$ cat config.mk
export PLATFORM = sky130hd
export DESIGN_NAME = ps2_kbd
export DESIGN_NICKNAME = d
export VERILOG_FILES = /design/src/rtl/ps2_kbd_pkg.sv /design/src/rtl/ps2_kbd_fifo.sv /design/src/rtl/ps2_kbd.sv
export SDC_FILE = /design/constraint.sdc
export NUM_CORES = 1
export LEC_CHECK = 0
export CAP_MARGIN = 15
export CELL_PAD_IN_SITES_DETAIL_PLACEMENT = 1
export CELL_PAD_IN_SITES_GLOBAL_PLACEMENT = 1
export CORE_ASPECT_RATIO = 1.1
export CORE_UTILIZATION = 45
export DETAILED_ROUTE_END_ITERATION = 7
export GPL_ROUTABILITY_DRIVEN = 0
export PLACE_DENSITY = 0.87
export SLEW_MARGIN = 40
export SYNTH_ARGS = -nofsm -noshare
export SYNTH_HDL_FRONTEND = slang
export SYNTH_HIERARCHICAL = 1
export SYNTH_SLANG_ARGS = --single-unit
$ cat constraint.sdc
create_clock -name clock -period 3.8 [get_ports clock]
set_clock_uncertainty 0.05 [all_clocks]
set_input_delay 0.57 -clock clock [delete_from_list [all_inputs] [get_ports clock]]
set_output_delay 0.57 -clock clock [all_outputs]
set_load 0.005 [all_outputs]
$ cat src/rtl/ps2_kbd_pkg.sv
// Shared types and register layout for the PS/2 keyboard receiver and its CPU window.
// Holds the frame FSM states, STATUS/DATA bit positions and the register offsets decoded from addr[2].
package kbd_pkg;

  typedef enum logic [1:0] {
    ST_IDLE,
    ST_DATA,
    ST_PARITY,
    ST_STOP
  } frame_state_e;

  localparam int STAT_NONEMPTY  = 0;
  localparam int STAT_OVERFLOW  = 1;
  localparam int STAT_FRAME_ERR = 2;
  localparam int STAT_COUNT_LSB = 8;

  localparam int DATA_VLD_BIT = 8;

  localparam logic OFS_DATA   = 1'b0;
  localparam logic OFS_STATUS = 1'b1;

  // A PS/2 frame is good when the parity bit makes the 9-bit total odd.
  function automatic logic odd_parity_ok(input logic [7:0] data, input logic par);
    return ^{data, par};
  endfunction

endpackage

$ cat src/rtl/ps2_kbd_fifo.sv
// Synchronous FIFO: head is visible the cycle after a push; pop on empty is ignored.
// Backpressure: a push while full is dropped unless a pop happens on the same edge.
module kbd_fifo #(
  parameter  int WIDTH = 8,
  parameter  int DEPTH = 8,
  localparam int AW    = $clog2(DEPTH),
  localparam int CW    = AW + 1
) (
  input  logic             clock,
  input  logic             reset,
  input  logic             push,
  input  logic             pop,
  input  logic [WIDTH-1:0] din,
  output logic [WIDTH-1:0] head,
  output logic             full,
  output logic             empty,
  output logic [CW-1:0]    count
);

  logic [WIDTH-1:0] mem [DEPTH];
  logic [AW-1:0]    wr_ptr;
  logic [AW-1:0]    rd_ptr;
  logic             do_push;
  logic             do_pop;

  assign empty   = (count == '0);
  assign full    = (count == CW'(DEPTH));
  assign do_pop  = pop & ~empty;
  // A pop on the same edge frees the slot, so a full FIFO can still accept.
  assign do_push = push & (~full | do_pop);
  assign head    = mem[rd_ptr];

  always_ff @(posedge clock) begin
    if (do_push) mem[wr_ptr] <= din;
  end

  always_ff @(posedge clock) begin
    if (reset) begin
      wr_ptr <= '0;
      rd_ptr <= '0;
      count  <= '0;
    end else begin
      if (do_push) wr_ptr <= wr_ptr + AW'(1);
      if (do_pop)  rd_ptr <= rd_ptr + AW'(1);
      count <= count + CW'(do_push) - CW'(do_pop);
    end
  end

endmodule

$ cat src/rtl/ps2_kbd.sv
// PS/2 keyboard receiver feeding a scancode FIFO read through the MMU window; byte readable the cycle after its stop bit.
// dout is combinational; DATA reads pop at the end of the read cycle, STATUS reads clear the sticky error flags.
module ps2_kbd
  import kbd_pkg::*;
#(
  parameter int FIFO_DEPTH     = 8,
  parameter int TIMEOUT_CYCLES = 10000
) (
  input  logic        clock,
  input  logic        reset,
  input  logic        ps2_clk,
  input  logic        ps2_dat,
  input  logic        sel,
  input  logic        rd,
  input  logic [31:0] addr,
  output logic [31:0] dout
);

  localparam int CW    = $clog2(FIFO_DEPTH) + 1;
  localparam int TMO_W = $clog2(TIMEOUT_CYCLES + 1);

  logic             clk_s1, sync_clk, prev_clk;
  logic             dat_s1, sync_dat;
  logic             fall;
  frame_state_e     state;
  logic [2:0]       bitcnt;
  logic [7:0]       shreg;
  logic             par_bit;
  logic [TMO_W-1:0] tmo_cnt;
  logic             tmo_hit;
  logic             frame_ok;
  logic             push;
  logic             pop;
  logic             stat_rd;
  logic             frame_err, frame_err_set;
  logic             overflow, ovf_set;
  logic [7:0]       head;
  logic             full, empty;
  logic [CW-1:0]    count;
  logic [31:0]      count_ext;
  logic [3:0]       count_field;
  logic             unused_addr;

  assign unused_addr = ^{addr[31:3], addr[1:0]};

  always_ff @(posedge clock) begin
    if (reset) begin
      clk_s1   <= 1'b1;
      sync_clk <= 1'b1;
      prev_clk <= 1'b1;
      dat_s1   <= 1'b1;
      sync_dat <= 1'b1;
    end else begin
      clk_s1   <= ps2_clk;
      sync_clk <= clk_s1;
      prev_clk <= sync_clk;
      dat_s1   <= ps2_dat;
      sync_dat <= dat_s1;
    end
  end

  assign fall          = prev_clk & ~sync_clk;
  assign tmo_hit       = (state != ST_IDLE) & ~fall & (tmo_cnt == TMO_W'(TIMEOUT_CYCLES));
  assign frame_ok      = sync_dat & odd_parity_ok(shreg, par_bit);
  assign push          = (state == ST_STOP) & fall & frame_ok;
  assign frame_err_set = tmo_hit | ((state == ST_STOP) & fall & ~frame_ok);
  assign pop           = sel & rd & (addr[2] == OFS_DATA) & ~empty;
  assign stat_rd       = sel & rd & (addr[2] == OFS_STATUS);
  assign ovf_set       = push & full & ~pop;

  always_ff @(posedge clock) begin
    if (reset) begin
      state     <= ST_IDLE;
      bitcnt    <= '0;
      shreg     <= '0;
      par_bit   <= 1'b0;
      tmo_cnt   <= '0;
      frame_err <= 1'b0;
      overflow  <= 1'b0;
    end else begin
      // Set wins over the clear from a STATUS read on the same edge.
      frame_err <= frame_err_set | (frame_err & ~stat_rd);
      overflow  <= ovf_set | (overflow & ~stat_rd);

      if (state == ST_IDLE || fall || tmo_hit) tmo_cnt <= '0;
      else                                     tmo_cnt <= tmo_cnt + TMO_W'(1);

      case (state)
        ST_IDLE: if (fall && !sync_dat) begin
          state  <= ST_DATA;
          bitcnt <= '0;
        end
        ST_DATA: if (fall) begin
          shreg  <= {sync_dat, shreg[7:1]};
          bitcnt <= bitcnt + 3'd1;
          if (bitcnt == 3'd7) state <= ST_PARITY;
        end
        ST_PARITY: if (fall) begin
          par_bit <= sync_dat;
          state   <= ST_STOP;
        end
        ST_STOP: if (fall) state <= ST_IDLE;
        default: state <= ST_IDLE;
      endcase

      if (tmo_hit) state <= ST_IDLE;
    end
  end

  kbd_fifo #(
    .WIDTH (8),
    .DEPTH (FIFO_DEPTH)
  ) u_fifo (
    .clock (clock),
    .reset (reset),
    .push  (push),
    .pop   (pop),
    .din   (shreg),
    .head  (head),
    .full  (full),
    .empty (empty),
    .count (count)
  );

  assign count_ext   = 32'(count);
  assign count_field = (count_ext > 32'd15) ? 4'hF : count_ext[3:0];

  always_comb begin
    dout = '0;
    if (addr[2] == OFS_STATUS) begin
      dout[STAT_NONEMPTY]           = ~empty;
      dout[STAT_OVERFLOW]           = overflow;
      dout[STAT_FRAME_ERR]          = frame_err;
      dout[STAT_COUNT_LSB +: 4]     = count_field;
    end else if (!empty) begin
      dout[7:0]          = head;
      dout[DATA_VLD_BIT] = 1'b1;
    end
  end

endmodule

; After elaboration in Yosys (flattened, before gate mapping)
; Memory sizes are Yosys's and may differ from the RTL's. A register that Yosys moved wholly into a read port is not among the register bits.
; Index checks and enable logic that the tools add are counted.
[totals]
ram_bits = 64
output_inout_bits = 32
mem_count = 1
inputBits = 38
elab_cells = 97
regBits = 45
[op_classes]
n_reduce_logical = 15
bitwise_logic = 29
addsub = 6
n_mux = 19
magnitude_cmp = 1
eq_ne = 11
[mem_list]
columns = memory, words, width, rd, rd_ports_with_merged_regs, wr, line
row1 = u_fifo.mem, 8, 8, 1, 1, 1, ps2_kbd_fifo.sv:20  ; logic [WIDTH-1:0] mem [DEPTH];
[op_table]
columns = op, n
row1 = 2-to-1 mux 3 bit, 6
row2 = AND 1 bit, 17
row3 = "adder 14 x 1 -> 14 bit, second input constant", 1
row4 = "equality test 14 bit, second input constant", 1
row5 = 2-to-1 mux 2 bit, 5
row6 = "adder 3 x 1 -> 3 bit, second input constant", 3
row7 = 2-to-1 mux 9 bit, 1
row8 = parity 9 bit, 1
row9 = "inequality test 2 bit, second input constant", 4
row10 = NOT 1 bit, 8
row11 = case mux 2 bit (4 select lines), 1
row12 = case mux 3 bit (2 select lines), 1
row13 = 2-to-1 mux 5 bit, 1
row14 = AND reduction 5 bit, 1
row15 = adder 4 x 1 -> 4 bit, 1
row16 = "equality test 2 bit, second input constant", 2
row17 = "equality test 4 bit, second input constant", 1
row18 = "greater-than comparator 4 bit, second input constant", 1
row19 = logical NOT 4 bit, 1
row20 = 2-to-1 mux 4 bit, 1
row21 = OR 1 bit, 4
row22 = AND reduction 2 bit, 2
row23 = nonzero test 2 bit, 2
row24 = OR reduction 2 bit, 2
row25 = 10 further kinds, 13

; Logic depth before layout (Yosys ltp)
; Gate-level depths: netlist of run 1.
[logic_depth]
depth_word = 8
mapped_depth = 13
ltp_nobuf = 12

; Cells and area by module
; Netlist of run 1, hierarchy kept.
[modules_own_cells]
columns = module, cells_each, seq_area_each_um2, n_inst, area_per_inst_um2
row1 = kbd_fifo, 183, 2182.1, 1, 3181.8
row2 = ps2_kbd, 211, 700.7, 1, 1924.3

; Worst setup path after synthesis of run 1
; No wires, ideal clock.
[synth_timing]
kind = register to register
start = register shreg[3]
end = memory u_fifo.mem[1][0], enable pin
setup_time_ns = 0.395
arrival_time_ns = 2.815
setup_slack_ns = 0.541
synth_period_minus_slack_ns = 3.259
path_stages_with_launch = 8
required_time_ns = 3.355
cell_sequence = dfxtp_1 > xnor3_1 > or2_2 > mux2i_1 > and3_1 > clkbuf_1 > nand2_1 > nor4_1
[synth_via]
elab_chain_len = 6
[synth_rtl]
columns = element, line
row1 = start: declaration, ps2_kbd.sv:27  ; logic [7:0] shreg;
row2 = start signal: assignment, ps2_kbd.sv:94  ; shreg <= {sync_dat, shreg[7:1]};
row3 = parity 9 bit, ps2_kbd_pkg.sv:24  ; return ^{data, par};
row4 = AND 1 bit, ps2_kbd.sv:64  ; assign frame_ok = sync_dat & odd_parity_ok(shreg, par_bit);
row5 = AND 1 bit, ps2_kbd.sv:65  ; assign push = (state == ST_STOP) & fall & frame_ok;
row6 = via push, ps2_kbd.sv:32  ; logic push;
row7 = AND 1 bit, ps2_kbd_fifo.sv:30  ; assign do_push = push & (~full | do_pop);
row8 = 2-to-1 mux 1 bit, ps2_kbd_fifo.sv:34  ; if (do_push) mem[wr_ptr] <= din;
row9 = 2-to-1 mux 1 bit (implied by the code), ps2_kbd_fifo.sv:34
row10 = end: declaration, ps2_kbd_fifo.sv:20
; The timed path passes the listed nets, and every way through them passes these cells.

==> results of run 1 <==
## worst min-delay path by stage
stage | endpoint | slack (ns)
floorplan | sync_clk$_SDFF_PP1_ | 0.34
global placement | sync_clk$_SDFF_PP1_ | 0.34
detailed placement | sync_dat$_SDFF_PP1_ | 0.35
CTS | sync_dat$_SDFF_PP1_ | 0.37
global route | sync_clk$_SDFF_PP1_ | 0.39
finish | sync_dat$_SDFF_PP1_ | 0.36
## cell type report
class	count	area, µm²
clock buffer	9	225.2
clock inverter	7	106.4
fill	1102	5221
inverter	15	56.30
multi-input combinational	250	1992
sequential	112	2883
tap	147	183.9
timing repair buffer	33	292.8
## kinds of logic after synthesis
family                     synth area share (%)
and+or+nand+nor                           14.43
DFF                                       56.46
buffers and inverters                     5.930
muxes                                     12.40
AOI/OAI and AO/OA                         3.357
adders and majority gates                 4.068
xor gates and xnor gates                  3.283
other                                   0.07344
## critical path, delay by kind of cell (launching register included)
kind            cells  cell delay, ns
mux                 2            0.71
flops               1            0.84
buf+inv             1            0.46
compound gates      1            0.20
## flip-flops by register name, summed over array words and instances (netlist names), 2 cells and up, named ones only
name and flops:
u_fifo/mem 64, tmo_cnt 14, state 2, u_fifo/rd_ptr 3, bitcnt 3, shreg 8, u_fifo/count 4, u_fifo/wr_ptr 3
## report_power, final
group | switching (mW) | leakage (nW) | internal, mW | total (mW)
combinational | 0.0586 | 0.955 | 0.0374 | 0.0960
sequential | 0.0122 | 0.980 | 1.28 | 1.29
clock | 0.449 | 0.163 | 0.592 | 1.04
## routing by layer
layer	vias up	track usage [%]	wire [µm]
met3	13	4.114	344
met5	-	0	0
met1	1567	21.56	4493
met2	52	36.55	5830
li1	1443	-	-
met4	0	6.763	189
## cells in the mapped netlist (2+ instances only)
cell type,count
sky130_fd_sc_hd__edfxtp_1,64
sky130_fd_sc_hd__dfxtp_1,48
sky130_fd_sc_hd__nor2_1,33
sky130_fd_sc_hd__buf_4,20
sky130_fd_sc_hd__mux2i_1,16
sky130_fd_sc_hd__mux4_2,16
sky130_fd_sc_hd__ha_1,15
sky130_fd_sc_hd__inv_1,15
sky130_fd_sc_hd__nand2_1,15
sky130_fd_sc_hd__and2_1,10
sky130_fd_sc_hd__mux2_2,10
sky130_fd_sc_hd__xor2_1,9
sky130_fd_sc_hd__nand2b_1,8
sky130_fd_sc_hd__nand3_1,8
sky130_fd_sc_hd__a21oi_1,7
sky130_fd_sc_hd__clkbuf_1,7
sky130_fd_sc_hd__nand4_1,7
sky130_fd_sc_hd__nor2b_1,7
sky130_fd_sc_hd__or2_2,7
sky130_fd_sc_hd__nor3_1,6
sky130_fd_sc_hd__xnor2_1,5
sky130_fd_sc_hd__buf_2,4
sky130_fd_sc_hd__or4_1,4
sky130_fd_sc_hd__and3_1,3
sky130_fd_sc_hd__nand3b_1,3
sky130_fd_sc_hd__nor3b_1,3
sky130_fd_sc_hd__nor4_1,3
sky130_fd_sc_hd__o21ai_0,3
sky130_fd_sc_hd__or3_1,3
sky130_fd_sc_hd__a22o_1,2
sky130_fd_sc_hd__buf_1,2
sky130_fd_sc_hd__buf_6,2
sky130_fd_sc_hd__nor2_2,2
sky130_fd_sc_hd__or3b_1,2
sky130_fd_sc_hd__xnor3_1,2
## per-stage QoR
step / utilization [%] / hold slack, ns / worst slack (ns) / power [mW]
finish: 52.36 / 0.3634 / 0.6212 / 2.425
global route: 52.36 / 0.3891 / 0.4795 / 2.497
CTS: 52.36 / 0.3661 / 0.5629 / 2.444
detailed placement: 49.34 / 0.3476 / 0.6842 / 1.410
global placement: 49.34 / 0.3425 / 0.8355 / 1.404
floorplan: - / 0.3395 / 0.5408 / 1.406
## cell usage in the layout, fill, tap and decap left out, types with 4 or more instances in the layout
master                            Yosys  layout
sky130_fd_sc_hd__ha_1                15      15
sky130_fd_sc_hd__edfxtp_1            64      64
sky130_fd_sc_hd__nand2_1             15      15
sky130_fd_sc_hd__dfxtp_1             48      48
sky130_fd_sc_hd__xnor2_1              5       5
sky130_fd_sc_hd__and2_1              10      10
sky130_fd_sc_hd__nor2_1              33      33
sky130_fd_sc_hd__inv_1               15      15
sky130_fd_sc_hd__conb_1               1      20
sky130_fd_sc_hd__inv_6                0       4
sky130_fd_sc_hd__or4_1                4       4
sky130_fd_sc_hd__mux2_2              10      10
sky130_fd_sc_hd__mux4_2              16      16
sky130_fd_sc_hd__nand2b_1             8       8
sky130_fd_sc_hd__buf_4               20      15
sky130_fd_sc_hd__nor2b_1              7       7
sky130_fd_sc_hd__clkbuf_16            0       9
sky130_fd_sc_hd__nor3_1               6       6
sky130_fd_sc_hd__nand4_1              7       7
sky130_fd_sc_hd__nand3_1              8       8
sky130_fd_sc_hd__xor2_1               9       9
sky130_fd_sc_hd__clkdlybuf4s50_1      0      18
sky130_fd_sc_hd__or2_2                7       7
sky130_fd_sc_hd__a21oi_1              7       7
sky130_fd_sc_hd__mux2i_1             16      16
==> impl_results.md, run 1 <==
* Run status: completed
* Total Routed Length at 10860 µm
* Antenna Violating Nets Remaining at 0
* Maximum clock frequency at 0.3146 GHz
* Post-synth EDFFs at 64
* Post-Syn Area per Cell at 12.96 µm²
* Crit Reg-Reg Startpoint: shreg[3]$_SDFFE_PP0P_
* Filler-free cell count of the finished design at 573
* Number of input and output port buffers inserted at 18
* Top-level I/O count at 70
* R2r setup slk at 0.65 ns
* Standard-cell row count at 40
* Setup repair after global routing missed its margin: no
* Total number of vias at 3075
* Required time of the worst setup path at 3.18 ns
* Initial drt markers at 147
* Wire per inst at 18.95 µm
* Warnings, synthesis at 6
* CP Data Arrival Time at 2.56 ns
* Launching element type of the critical path: flip-flop
* Top cell type's share of synthesized area at 37.64%
* Finish-stage setup viols at 0
* Critical path fanouts, max at 16
* Endpoint of the worst register-to-register path: u_fifo/mem[0][5]$_DFFE_PP_
* Post-place instance area at 0.005408 mm²
* Total congestion overflow after global routing at 0
* Number of instances on the worst hold path at 1
* Total Negative Setup Slacks at 0 ns
* Starting Density at 46.59%
* Global-route total usage across every layer at 19.35%
* Most area-consuming cells after synthesis: sky130_fd_sc_hd__edfxtp_1, sky130_fd_sc_hd__dfxtp_1, sky130_fd_sc_hd__mux4_2
* Synthesized instance count at 394
* Critical path's slowest cell: sky130_fd_sc_hd__dfxtp_1
* Clk buf depth at 2
* Cells along the critical path: mux4_2 -> mux2_2 -> a22o_1 -> clkdlybuf4s50_1
* Register bit total from synthesis at 112
* Most used flip-flop cell after synthesis: sky130_fd_sc_hd__edfxtp_1
* Pins over their slew limit at 0
* Total DRC errors in the routed layout at 0
* CORE AREA at 0.01096 mm²
* Number of different library cells in the post-synthesis netlist at 58
* Detailed-route vias per instance at 5.366
* Static leakage at 2.099 nW
* Via count of the first global-routing pass at 3294
* Critical path endpoint: dout[2]
* Clock insertion delay at the later pin of the skew report at 0.35 ns
* Count of max-cap constraint violations at 0
* Die X-Extent at 103.6 µm
* Initial antenna violation count at 0
* Clock Sink Count at 112
* Final layout net count at 475
* Final period utilization at 83.65%
* Post-synth ARST share at 0%
* Number of hold-slack violations in the final timing report at 0
* Capturing element type of the critical path: output port
* Power Dens Cells at 422.5 mW/mm²
* Crit Path Class: reg2out
* Total die area at 0.01178 mm²
* Largest voltage drop on the vdd net at 0.2739 mV
* Share of post-route cells with drive strength above 1 at 16.67%
* Number of post-CTS setup repair buffers at 0
* Hold-fix buffer count after cts at 0
* Root buffer cell: sky130_fd_sc_hd__clkbuf_16
* Largest net degree at the start of global routing at 40
* Clock-pin slew of the registers on the worst-case setup and hold paths at 0.08 ns
* CTS tree: yes
* Register-to-Register Path Depth at 8
* Cell taking the most area after synthesis: sky130_fd_sc_hd__edfxtp_1
* Highest cell delay on the worst timing path at 0.84 ns
* Worst min-delay path category: reg2reg
* Beginning of the worst hold path: dat_s1$_SDFF_PP1_
* Pre-antenna DRT Iters at 4
* Detail Placement HPWL at 7553 µm
* Shortest clock period the worst path allows after layout at 3.179 ns
* Number of cells after detailed placement at 557
* Relative area change from synthesis to final layout at 12.40%
* Netlist area before placement at 0.005106 mm²
* Fraction of the yosys area taken by sequential cells at 56.46%
* Number of levels the H-tree was split into at 3
* Post_cts resized at 0
* Worst Tran Pin Value at 0.7903 ns
* Diodes inserted at 0
* Height of the die at 113.7 µm
* Wire length of the first global-routing pass at 17210 µm
* Max_slew headroom at 47.24%
* Non-Filler Cell Area, Final at 0.005739 mm²
* Inserted Clock Buffers at 9
No activity file was read; power rests on OpenSTA's default activity.
==> run 2: changes to the inputs <==
--- a/config.mk
+++ b/config.mk
@@ -9,10 +9,10 @@
 export CELL_PAD_IN_SITES_DETAIL_PLACEMENT = 1
 export CELL_PAD_IN_SITES_GLOBAL_PLACEMENT = 1
 export CORE_ASPECT_RATIO = 1.1
-export CORE_UTILIZATION = 45
+export CORE_UTILIZATION = 40
 export DETAILED_ROUTE_END_ITERATION = 7
 export GPL_ROUTABILITY_DRIVEN = 0
-export PLACE_DENSITY = 0.87
+export PLACE_DENSITY = 0.83
 export SLEW_MARGIN = 40
 export SYNTH_ARGS = -nofsm -noshare
 export SYNTH_HDL_FRONTEND = slang
==> constraint.sdc (replaced) <==
create_clock -name clock -period 2.56 [get_ports clock]
set_clock_uncertainty 0.05 [all_clocks]
set_input_delay 0.384 -clock clock [delete_from_list [all_inputs] [get_ports clock]]
set_output_delay 0.384 -clock clock [all_outputs]
set_load 0.005 [all_outputs]
==> impl_results.md, run 2 (synthesized netlist as in run 1, its figures left out) <==
* Inserted Clock Buffers at 9 (unchanged)
* Pins over their slew limit at 0 (unchanged)
* Clock insertion delay at the later pin of the skew report at 0.35 ns (about the same)
* Root buffer cell: sky130_fd_sc_hd__clkbuf_16
* Via count of the first global-routing pass at 3418 (+3.8%)
* Most frequent cells in the layout: sky130_fd_sc_hd__edfxtp_1, sky130_fd_sc_hd__buf_4, sky130_fd_sc_hd__dfxtp_1, sky130_fd_sc_hd__nor2_1, sky130_fd_sc_hd__conb_1
* Total congestion overflow after global routing at 0 (unchanged)
* Fill cells at 1246 (+13%)
* Post-Place Setup Slack at -0.1172 ns (-0.8014 ns)
* Total Routed Length at 12230 µm (+13%)
* Capturing element type of the critical path: flip-flop
* Most frequent standard cell in the layout excluding fill and tap cells: sky130_fd_sc_hd__edfxtp_1
* Total DRC errors in the routed layout at 0 (unchanged)
* Wire length of the first global-routing pass at 19210 µm (+12%)
* CTS tree: yes
* Registers with the highest flip-flop counts: u_fifo/mem x64, tmo_cnt x14, shreg x8
* Standard-cell row count at 42 (+5.0%)
* Clock Sink Count at 112 (unchanged)
* Critical path fanouts, max at 2 (-14)
* Count of max-cap constraint violations at 0 (unchanged)
* Finish-stage setup viols at 4 (+4)
* Least setup slack across all paths after layout at -0.06240 ns (-0.6836 ns)
* Diodes inserted at 0 (unchanged)
* Post-place instance area at 0.005705 mm² (+5.5%)
* Highest cell delay on the worst timing path at 0.53 ns (-0.31 ns)
* Hold slack at 0.3623 ns (-0.001104 ns)
* Number of hold-slack violations in the final timing report at 0 (unchanged)
* Max reg flops at 64 (unchanged)
* Detailed-route vias per instance at 5.302 (-1.2%)
* CORE AREA at 0.01224 mm² (+12%)
* Height of the die at 120.5 µm (+6.0%)
* Required time of the worst setup path at 2.75 ns (-0.43 ns)
* Setup repair after global routing missed its margin: yes
* Power Dens Cells at 544.9 mW/mm² (+29%)
* Clk buf depth at 2 (unchanged)
* Cells along the critical path: xnor2_2 -> xnor3_1 -> mux2i_4 -> and3_4 -> nand2_2 -> mux2i_1 -> ha_2 -> inv_2 -> fa_2 -> nor2_2
* Relative area change from synthesis to final layout at 23.89%
* Non-Filler Cell Area, Final at 0.006326 mm² (+10%)
* FF+latch area at 0.002902 mm² (+0.65%)
* Die X-Extent at 109.7 µm (+5.9%)
* Number of input and output port buffers inserted at 18 (unchanged)
* Pre-antenna DRT Iters at 4 (unchanged)
* Critical path's slowest cell: sky130_fd_sc_hd__fa_2
* Largest net degree at the start of global routing at 40 (unchanged)
* Initial antenna violation count at 0 (unchanged)
* Run status: complete, but fails checks
* Failing checks: negative setup slack
* Number of levels the H-tree was split into at 3 (unchanged)
* Clock-pin slew of the registers on the worst-case setup and hold paths at 0.08 ns (about the same)
* Largest voltage drop on the vdd net at 0.4025 mV (+47%)
* Area taken by multi-input logic gates at 0.002207 mm² (+11%)
* Max_slew headroom at 59.97% (+13 points)
* Total die area at 0.01322 mm² (+12%)
* Static leakage at 2.376 nW (+13%)
* Share of post-route cells with drive strength above 1 at 33.48% (+17 points)
* Antenna Violating Nets Remaining at 0 (unchanged)
* Wire per inst at 19.73 µm (+4.1%)
* Launching element type of the critical path: flip-flop
* Detail Placement HPWL at 8274 µm (+9.5%)
* Total number of vias at 3287 (+6.9%)
* Final period utilization at 102.4%
* Shortest clock period the worst path allows after layout at 2.622 ns
* Final layout net count at 515 (+8.4%)
* Worst Tran Pin Value at 0.5997 ns (-0.1906 ns)
* Initial drt markers at 185 (+26%)
* Top-level I/O count at 70 (unchanged)
* Most flop-heavy register: u_fifo/mem
* CP Data Arrival Time at 2.81 ns (+0.25 ns)
* Maximum clock frequency at 0.3813 GHz
* Worst min-delay path category: reg2reg
* Crit Path Class: reg2reg
* Starting Density at 41.70% (-4.9 points)
* Global-route total usage across every layer at 20.05% (+0.70 points)
[run 2: repair_timing]
item                                    4_1_cts  5_1_grt
setup buffers                                13        5
resized for setup                            37       31
endpoints found under the setup margin       76       73
hold buffers                                  0        0
pin swaps                                     5       12
[run 2: area by class of cell]
| class | instances | area share (%) |
|---|---|---|
| clock inverter | 4 | 0.5538 |
| multi-input combinational | 250 | 34.89 |
| clock buffer | 12 | 4.213 |
| timing repair buffer | 73 | 10.54 |
| sequential | 112 | 45.87 |
| inverter | 15 | 0.8900 |
| tap | 154 | 3.046 |
[run 2: power breakdown]
part | internal (mW) | total, mW | leakage (nW) | switching, mW
logic | 0.0583 | 0.146 | 1.25 | 0.0881
registers | 1.89 | 1.91 | 0.987 | 0.0149
clock network | 0.751 | 1.39 | 0.143 | 0.643
[run 2: stage by stage]
step                instances  total power [mW]  utilization, %  setup TNS, ns
floorplan                 413             2.086               -        -0.2541
global placement          586             2.084           46.60        -0.3618
detailed placement        586             2.093           46.60         -5.188
CTS                       615             3.481           50.67        -0.1883
global route              620             3.565           51.67        -0.8684
finish                    620             3.447           51.67        -0.1088
[run 2: worst paths after layout]
path / start / to / slack [ns] / cells after the start
hold reg to reg: dat_s1$_SDFF_PP1_ / sync_dat$_SDFF_PP1_ / 0.36 / 1
setup / recovery: shreg[1]$_SDFFE_PP0P_ / u_fifo/count[1]$_SDFF_PP0_ / -0.06 / 10
setup reg to reg: shreg[1]$_SDFFE_PP0P_ / u_fifo/count[1]$_SDFF_PP0_ / -0.06 / 10
hold / removal: dat_s1$_SDFF_PP1_ / sync_dat$_SDFF_PP1_ / 0.36 / 1
[run 2: metal layers]
| layer | GRT usage (%) | share of wire (%) | vias to the layer above |
|---|---|---|---|
| met5 | 0 | 0 | - |
| met1 | 23.74 | 39 | 1668 |
| met3 | 4.420 | 4.7 | 13 |
| met2 | 35.73 | 55 | 75 |
| met4 | 6.250 | 1.4 | 0 |
| li1 | - | - | 1531 |
[run 2: worst max-delay path, delay by kind of cell (launching register included)]
family / cells / cell delay, ns
xor gates and xnor gates: 2 / 0.56
adders and majority gates: 2 / 0.75
buffers and inverters: 1 / 0.04
DFF: 1 / 0.34
muxes: 2 / 0.44
and+or+nand+nor: 3 / 0.31
